`config.mk`:
```
export PLATFORM = sky130hd
export DESIGN_NAME = cdb_arbiter
export DESIGN_NICKNAME = d
export VERILOG_FILES = /design/src/rtl/cdb_pkg.sv /design/src/rtl/cdb_rr_picker.sv /design/src/rtl/cdb_arbiter.sv
export SDC_FILE = /design/constraint.sdc
export NUM_CORES = 1
export LEC_CHECK = 0
export BUFFER_PORTS_ARGS = -buffer_cell sky130_fd_sc_hd__buf_2
export CORE_ASPECT_RATIO = 0.6
export CORE_UTILIZATION = 42
export CTS_CLUSTER_DIAMETER = 80
export DETAILED_ROUTE_END_ITERATION = 10
export PLACE_DENSITY = 0.84
export SLEW_MARGIN = 20
export SYNTH_ARGS = -nofsm -noshare
export SYNTH_HDL_FRONTEND = slang
export SYNTH_SLANG_ARGS = --single-unit
```
`constraint.sdc`:
```
create_clock -name clk -period 1.5 [get_ports clk]
set_clock_uncertainty 0.1 [all_clocks]
set_input_delay 0.075 -clock clk [delete_from_list [all_inputs] [get_ports clk]]
set_output_delay 0.075 -clock clk [all_outputs]
set_load 0.03 [all_outputs]
```
`src/rtl/cdb_pkg.sv`:
```
// Shared CDB definitions: unit indices, default widths and the broadcast bus type.
// CDB consumers reuse cdb_bus_t to snoop the registered broadcast.
package cdb_pkg;

  localparam int NUM_CDB_UNITS = 4;
  localparam int CDB_TAG_W     = 6;
  localparam int CDB_DATA_W    = 32;

  typedef enum logic [1:0] {
    CDB_ALU = 2'd0,
    CDB_MUL = 2'd1,
    CDB_DIV = 2'd2,
    CDB_AGU = 2'd3
  } cdb_unit_e;

  typedef struct packed {
    logic                  valid;
    logic [CDB_TAG_W-1:0]  tag;
    logic [CDB_DATA_W-1:0] data;
  } cdb_bus_t;

endpackage

```
`src/rtl/cdb_rr_picker.sv`:
```
// Combinational CDB winner picker: one-hot grant plus winner index from a 4-bit request.
// CDB_ARB_RR_EN selects round-robin from ptr_i; otherwise fixed priority DIV > MUL > AGU > ALU.
module cdb_rr_picker
  import cdb_pkg::*;
(
  input  logic [NUM_CDB_UNITS-1:0] req_i,
  input  logic [1:0]               ptr_i,
  output logic [NUM_CDB_UNITS-1:0] gnt_o,
  output logic [1:0]               winner_o
);

`ifdef CDB_ARB_RR_EN
  always_comb begin : rr_search
    logic       found;
    logic [1:0] idx;
    gnt_o    = '0;
    winner_o = 2'd0;
    found    = 1'b0;
    idx      = 2'd0;
    // Walk ptr, ptr+1, ... and let the 2-bit index wrap naturally.
    for (int i = 0; i < NUM_CDB_UNITS; i++) begin
      idx = ptr_i + 2'(i);
      if (!found && req_i[idx]) begin
        found      = 1'b1;
        gnt_o[idx] = 1'b1;
        winner_o   = idx;
      end
    end
  end
`else
  logic unused_ptr;
  assign unused_ptr = ^ptr_i;

  always_comb begin
    gnt_o    = '0;
    winner_o = 2'd0;
    if (req_i[CDB_DIV]) begin
      gnt_o[CDB_DIV] = 1'b1;
      winner_o       = CDB_DIV;
    end else if (req_i[CDB_MUL]) begin
      gnt_o[CDB_MUL] = 1'b1;
      winner_o       = CDB_MUL;
    end else if (req_i[CDB_AGU]) begin
      gnt_o[CDB_AGU] = 1'b1;
      winner_o       = CDB_AGU;
    end else if (req_i[CDB_ALU]) begin
      gnt_o[CDB_ALU] = 1'b1;
      winner_o       = CDB_ALU;
    end
  end
`endif

endmodule

```
`src/rtl/cdb_arbiter.sv`:
```
// Common Data Bus arbiter: grants one of ALU/MUL/DIV/AGU per cycle and registers the winner.
// CDB_ARB_RR_EN enables round-robin with a priority pointer; default build is fixed priority.
module cdb_arbiter
  import cdb_pkg::*;
#(
  parameter int DATA_W = CDB_DATA_W,
  parameter int TAG_W  = CDB_TAG_W
) (
  input  logic              clk,
  input  logic              rst,
  input  logic              alu_req,
  input  logic              mul_req,
  input  logic              div_req,
  input  logic              agu_req,
  input  logic [TAG_W-1:0]  alu_tag,
  input  logic [TAG_W-1:0]  mul_tag,
  input  logic [TAG_W-1:0]  div_tag,
  input  logic [TAG_W-1:0]  agu_tag,
  input  logic [DATA_W-1:0] alu_data,
  input  logic [DATA_W-1:0] mul_data,
  input  logic [DATA_W-1:0] div_data,
  input  logic [DATA_W-1:0] agu_data,
  output logic              alu_gnt,
  output logic              mul_gnt,
  output logic              div_gnt,
  output logic              agu_gnt,
  output logic              cdb_valid,
  output logic [TAG_W-1:0]  cdb_tag,
  output logic [DATA_W-1:0] cdb_data
);

  // Handshake: a unit with req high sees gnt in the same cycle and its result
  // is consumed at the next posedge; gnt is never raised without req.
  logic [NUM_CDB_UNITS-1:0] req_vec;
  logic [NUM_CDB_UNITS-1:0] pick_gnt;
  logic [NUM_CDB_UNITS-1:0] gnt_vec;
  logic [1:0]               winner;
  logic [1:0]               ptr;
  logic                     handshake;

  assign req_vec = {agu_req, div_req, mul_req, alu_req};

  cdb_rr_picker u_picker (
    .req_i    (req_vec),
    .ptr_i    (ptr),
    .gnt_o    (pick_gnt),
    .winner_o (winner)
  );

  assign gnt_vec   = rst ? '0 : pick_gnt;
  assign alu_gnt   = gnt_vec[CDB_ALU];
  assign mul_gnt   = gnt_vec[CDB_MUL];
  assign div_gnt   = gnt_vec[CDB_DIV];
  assign agu_gnt   = gnt_vec[CDB_AGU];
  assign handshake = |gnt_vec;

`ifdef CDB_ARB_RR_EN
  logic [1:0] ptr_q;
  logic [1:0] ptr_d;

  always_comb begin
    ptr_d = ptr_q;
    if (handshake) ptr_d = winner + 2'd1;
  end

  always_ff @(posedge clk or posedge rst) begin
    if (rst) ptr_q <= 2'd0;
    else     ptr_q <= ptr_d;
  end

  assign ptr = ptr_q;
`else
  assign ptr = 2'd0;
`endif

  logic [TAG_W-1:0]  sel_tag;
  logic [DATA_W-1:0] sel_data;

  always_comb begin
    sel_tag  = alu_tag;
    sel_data = alu_data;
    case (cdb_unit_e'(winner))
      CDB_ALU: begin sel_tag = alu_tag; sel_data = alu_data; end
      CDB_MUL: begin sel_tag = mul_tag; sel_data = mul_data; end
      CDB_DIV: begin sel_tag = div_tag; sel_data = div_data; end
      CDB_AGU: begin sel_tag = agu_tag; sel_data = agu_data; end
      default: begin sel_tag = alu_tag; sel_data = alu_data; end
    endcase
  end

  logic              valid_q, valid_d;
  logic [TAG_W-1:0]  tag_q, tag_d;
  logic [DATA_W-1:0] data_q, data_d;

  // Tag and data hold across idle cycles; only valid drops.
  always_comb begin
    valid_d = handshake;
    tag_d   = tag_q;
    data_d  = data_q;
    if (handshake) begin
      tag_d  = sel_tag;
      data_d = sel_data;
    end
  end

  always_ff @(posedge clk or posedge rst) begin
    if (rst) begin
      valid_q <= 1'b0;
      tag_q   <= '0;
      data_q  <= '0;
    end else begin
      valid_q <= valid_d;
      tag_q   <= tag_d;
      data_q  <= data_d;
    end
  end

  assign cdb_valid = valid_q;
  assign cdb_tag   = tag_q;
  assign cdb_data  = data_q;

endmodule

```
-- Word level (Yosys, flattened, before mapping)
Index checks and enable logic that the tools add are counted.
- input port bits: 158
- logic and storage cells: 23
- register bits after elaboration: 39
- equality and inequality tests: 3
- multiplexer cells: 15
- reduce and logical (&&, ||, !) cells: 2
- operators by type and width (kind ; count):
    $pmux W32 S4 ; 1
    $pmux W6 S4 ; 1
    $mux W1 ; 8
    $mux W2 ; 4
    $eq A2 B2 Y1 const B ; 2
    $mux W4 ; 1
    $reduce_or A4 Y1 ; 1
    $eq A2 B1 Y1 const B ; 1
    $logic_not A2 Y1 ; 1

-- Longest topological paths before layout
- depth after elaboration: 6
- gate-level depth with buffers: 7
- mapped depth without buffers: 3

-- Hierarchy
Synthesis repeated with hierarchy kept, for this count alone.
- cells, all modules: 143
- area total of the unflattened synthesis: 2494.9 um^2
- by module, submodules not included (module ; instances ; area each (um^2) ; cells each):
    cdb_arbiter ; 1 ; 2441.1 ; 135
    cdb_rr_picker ; 1 ; 53.8 ; 8

-- Worst setup path before layout
Ideal clock, no wire load.
- path kind: input -> output
- start: input port div_req
- end: output port agu_gnt
- data required time: 1.325 ns
- slack: -0.326 ns
- stages on the path: 4
- data arrival time: 1.651 ns
- path through: buf_2 -> buf_2 -> buf_1 -> nor4b_1
- word-level cells in the longest chain between the ends: 2
- RTL lines (item ; RTL line ; RTL):
    start, declared ; cdb_arbiter.sv:13 ; input logic div_req,
    $mux W1 ; cdb_rr_picker.sv:37 ; if (req_i[CDB_DIV]) begin
    $mux W4 ; cdb_arbiter.sv:50 ; assign gnt_vec = rst ? '0 : pick_gnt;
    end, declared ; cdb_arbiter.sv:26 ; output logic agu_gnt,
No other way between the ends.

-- Worst setup path in the final report
- start: input port agu_req
- end: output port alu_gnt
- word-level cells in the longest chain between the ends: 4
- RTL lines (item ; RTL line ; RTL):
    start, declared ; cdb_arbiter.sv:14 ; input logic agu_req,
    $mux W1 ; cdb_rr_picker.sv:43 ; end else if (req_i[CDB_AGU]) begin
    $mux W1 ; cdb_rr_picker.sv:40 ; end else if (req_i[CDB_MUL]) begin
    $mux W2 ; cdb_rr_picker.sv:37 ;
    $mux W4 ; cdb_arbiter.sv:50 ;
    end, declared ; cdb_arbiter.sv:23 ; output logic alu_gnt,
No other way between the ends.

==> results.toml <==
[run_status]
status = "finished clean"

[floorplan]
initial_core_util = 0.449
ios = 201
core_area_sq_mm = 0.00630
num_rows = 22
die_area_sq_mm = 0.00709
die_h_um = 65.6
die_w_um = 108

[yosys]
synth_area_sq_mm = 0.00283
yosys.area_share.simple = 0.300
ys_top_cells_by_count = "nor3b_1, dfrtp_1, nor2b_1"
synth_area_per_cell_sq_um = 8.02
post-synth-top-count-cell = "nor3b_1"
seq_area_frac_synth = 0.345
synthCells = 353
syn_nets = 511
synth_top_family_by_area = "simple AND/OR/NAND/NOR gates"
yosysWarnings = 0
synth_top_area_share = 0.345
yosys.cell_types.count = 20
ys.flop_type = "dfrtp_1"
synthAdderAreaFrac = 0
synth-xor-area-share = 0
async_flop_share = 1.00
netlist_top_cells_area = "dfrtp_1, o31a_1, nor3b_1, o31ai_1, nor2b_1"
synth_edf_count = 0
synth.largest_area_cell = "dfrtp_1"
synthMuxAreaShare = 0
synth-seq-cells = 39
synth_compound_area_frac = 0.288

[placed_design]
place_congestion = 0.856
placed_area_sq_mm = 0.00394
dpl.hpwl_mm = 7.15
io_buffers = 200
dp_cells = 615

[sta]
setup_viol = 0
finalHoldViolations = 0
min_period_ns = 1.32
whs_ns = 0.00957
fin_crit_sh = 0.883
slew_headroom = 0.666
fmax_mhz = 755
slew_viol_final = 0
grt_setup_unrepaired = "no"
fin_setup_tns_ns = 0
tightest_slew_ns = 0.501

[final_layout]
diodes = 0
area_growth_pct = 51.3
fin_area_sq_mm = 0.00429
nNetsFinal = 722
regArea_sq_um = 976
fill_cells = 527
fin_cells = 649
drive_gt1_frac = 0.405
postLayoutCoreUtil = 0.680
multi_input_area_sq_mm = 0.00170

[detailed_routing]
first_pass_iters = 5
vias_per_cell = 5.40
drtIter0Drc = 190
drtAntennaViolNets = 0
drcViolationCount = 0
vias = 3504
avgRoutedWirePerCell_um = 15.1
finalWirelength_mm = 9.81

[power]
power.leakage_nw = 2.04
power.density_mw_per_mm2 = 738
ir_worst_vdd_v = 0.000395

[clock_tree]
ctsHtreeMaxLevel = 2
cts_setup_buffers = 0
cts_tree = "yes"
clk_path_buf_depth = 2
cts.sinks = 39
postCtsHoldBufs = 25
clk_pin_slew_ns = 0.07
cts_resized = 0
root_buffer = "clkbuf_8"
cts_buffers = 5
clk_latency_ns = 0.28

[flow_run]
max-cap-violations = 0

[worst_hold_path]
hold_path.class = "in -> reg"
min_from = "alu_data[19]"

[critical_path]
regToRegSetupSlack_ns = 0.67
critPathLaunch = "agu_req"
cp_max_fo = 5
cp.required_ns = 1.32
crit_type = "in -> out"
arrival_ns = 1.15
cp-start-kind = "input port"
worstReg2RegStart = "cdb_data[11]$_DFFE_PP0P_"
crit_path_end_kind = "output port"

[global_routing]
grtUsageTotal = 0.278
antenna_found_initial = 0
grt_pass1_vias = 3420
overflow = 0
grt_max_degree = 41
grt_pass1_wl_mm = 15.5
flip-flops by register name (all words and copies together), names as in the netlist:
| name | cells |
|---|---|
| cdb_data | 32 |
| cdb_tag | 6 |
| cdb_valid | 1 |
layout make-up:
type | count | share of cell area
Clock inverter | 1 | 0.00117
Sequential cell | 39 | 0.228
Multi-Input combinational cell | 273 | 0.396
Clock buffer | 7 | 0.0178
Timing Repair Buffer | 243 | 0.330
Inverter | 2 | 0.00263
Tap cell | 84 | 0.0245
layout by cell type (no fill, tap or decap), types with 2 or more instances in the layout:
cell	count
dlygate4sd3_1	26
nand2_1	38
nor3b_1	38
buf_2	200
nor3b_2	2
dfrtp_1	39
clkbuf_8	5
buf_4	15
clkbuf_1	2
o31ai_1	38
buf_12	2
o31a_1	38
o21ai_0	37
nor2_1	38
nor2b_1	39
through the flow:
| stage | worst slack, ns | power, mW |
|---|---|---|
| floorplan | 0.0114 | 1.97 |
| global placement | 0.0945 | 2.41 |
| detailed placement | -0.00964 | 2.44 |
| CTS | 0.178 | 3.17 |
| global route | 0.113 | 3.34 |
| finish | 0.176 | 3.16 |
worst max-delay path, cell delays in order:
cell     delay, ns
buf_2         0.11
or3_1         0.49
nor3b_2       0.25
buf_2         0.23
metal layers:
| metal | track usage | vias to the layer above | share of wire |
|---|---|---|---|
| met5 | 0 | - | 0 |
| met4 | 0.0856 | 0 | 0.014 |
| met3 | 0.0506 | 16 | 0.075 |
| met2 | 0.493 | 177 | 0.49 |
| met1 | 0.345 | 1635 | 0.42 |
| li1 | - | 1676 | - |
where the power goes:
part / internal (mW) / switching (mW)
Combinational: 0.521 / 0.705
Clock: 0.327 / 0.354
Sequential: 1.18 / 0.0716
logic make-up (layout without fill, tap and decap cells):
family,after synthesis,after routing
buf+inv,41,253
simple gates,158,158
flops,39,39
compound gates,115,115
worst paths after layout:
check,cells after the start,to
setup / recovery,4,alu_gnt
hold / removal,3,cdb_data[19]$_DFFE_PP0P_
setup reg to reg,2,cdb_data[11]$_DFFE_PP0P_
hold reg to reg,2,cdb_data[0]$_DFFE_PP0P_
max in group asynchronous,3,cdb_data[16]$_DFFE_PP0P_
min in group asynchronous,3,cdb_valid$_DFF_PP0_
(Power assumes the default switching activity.)
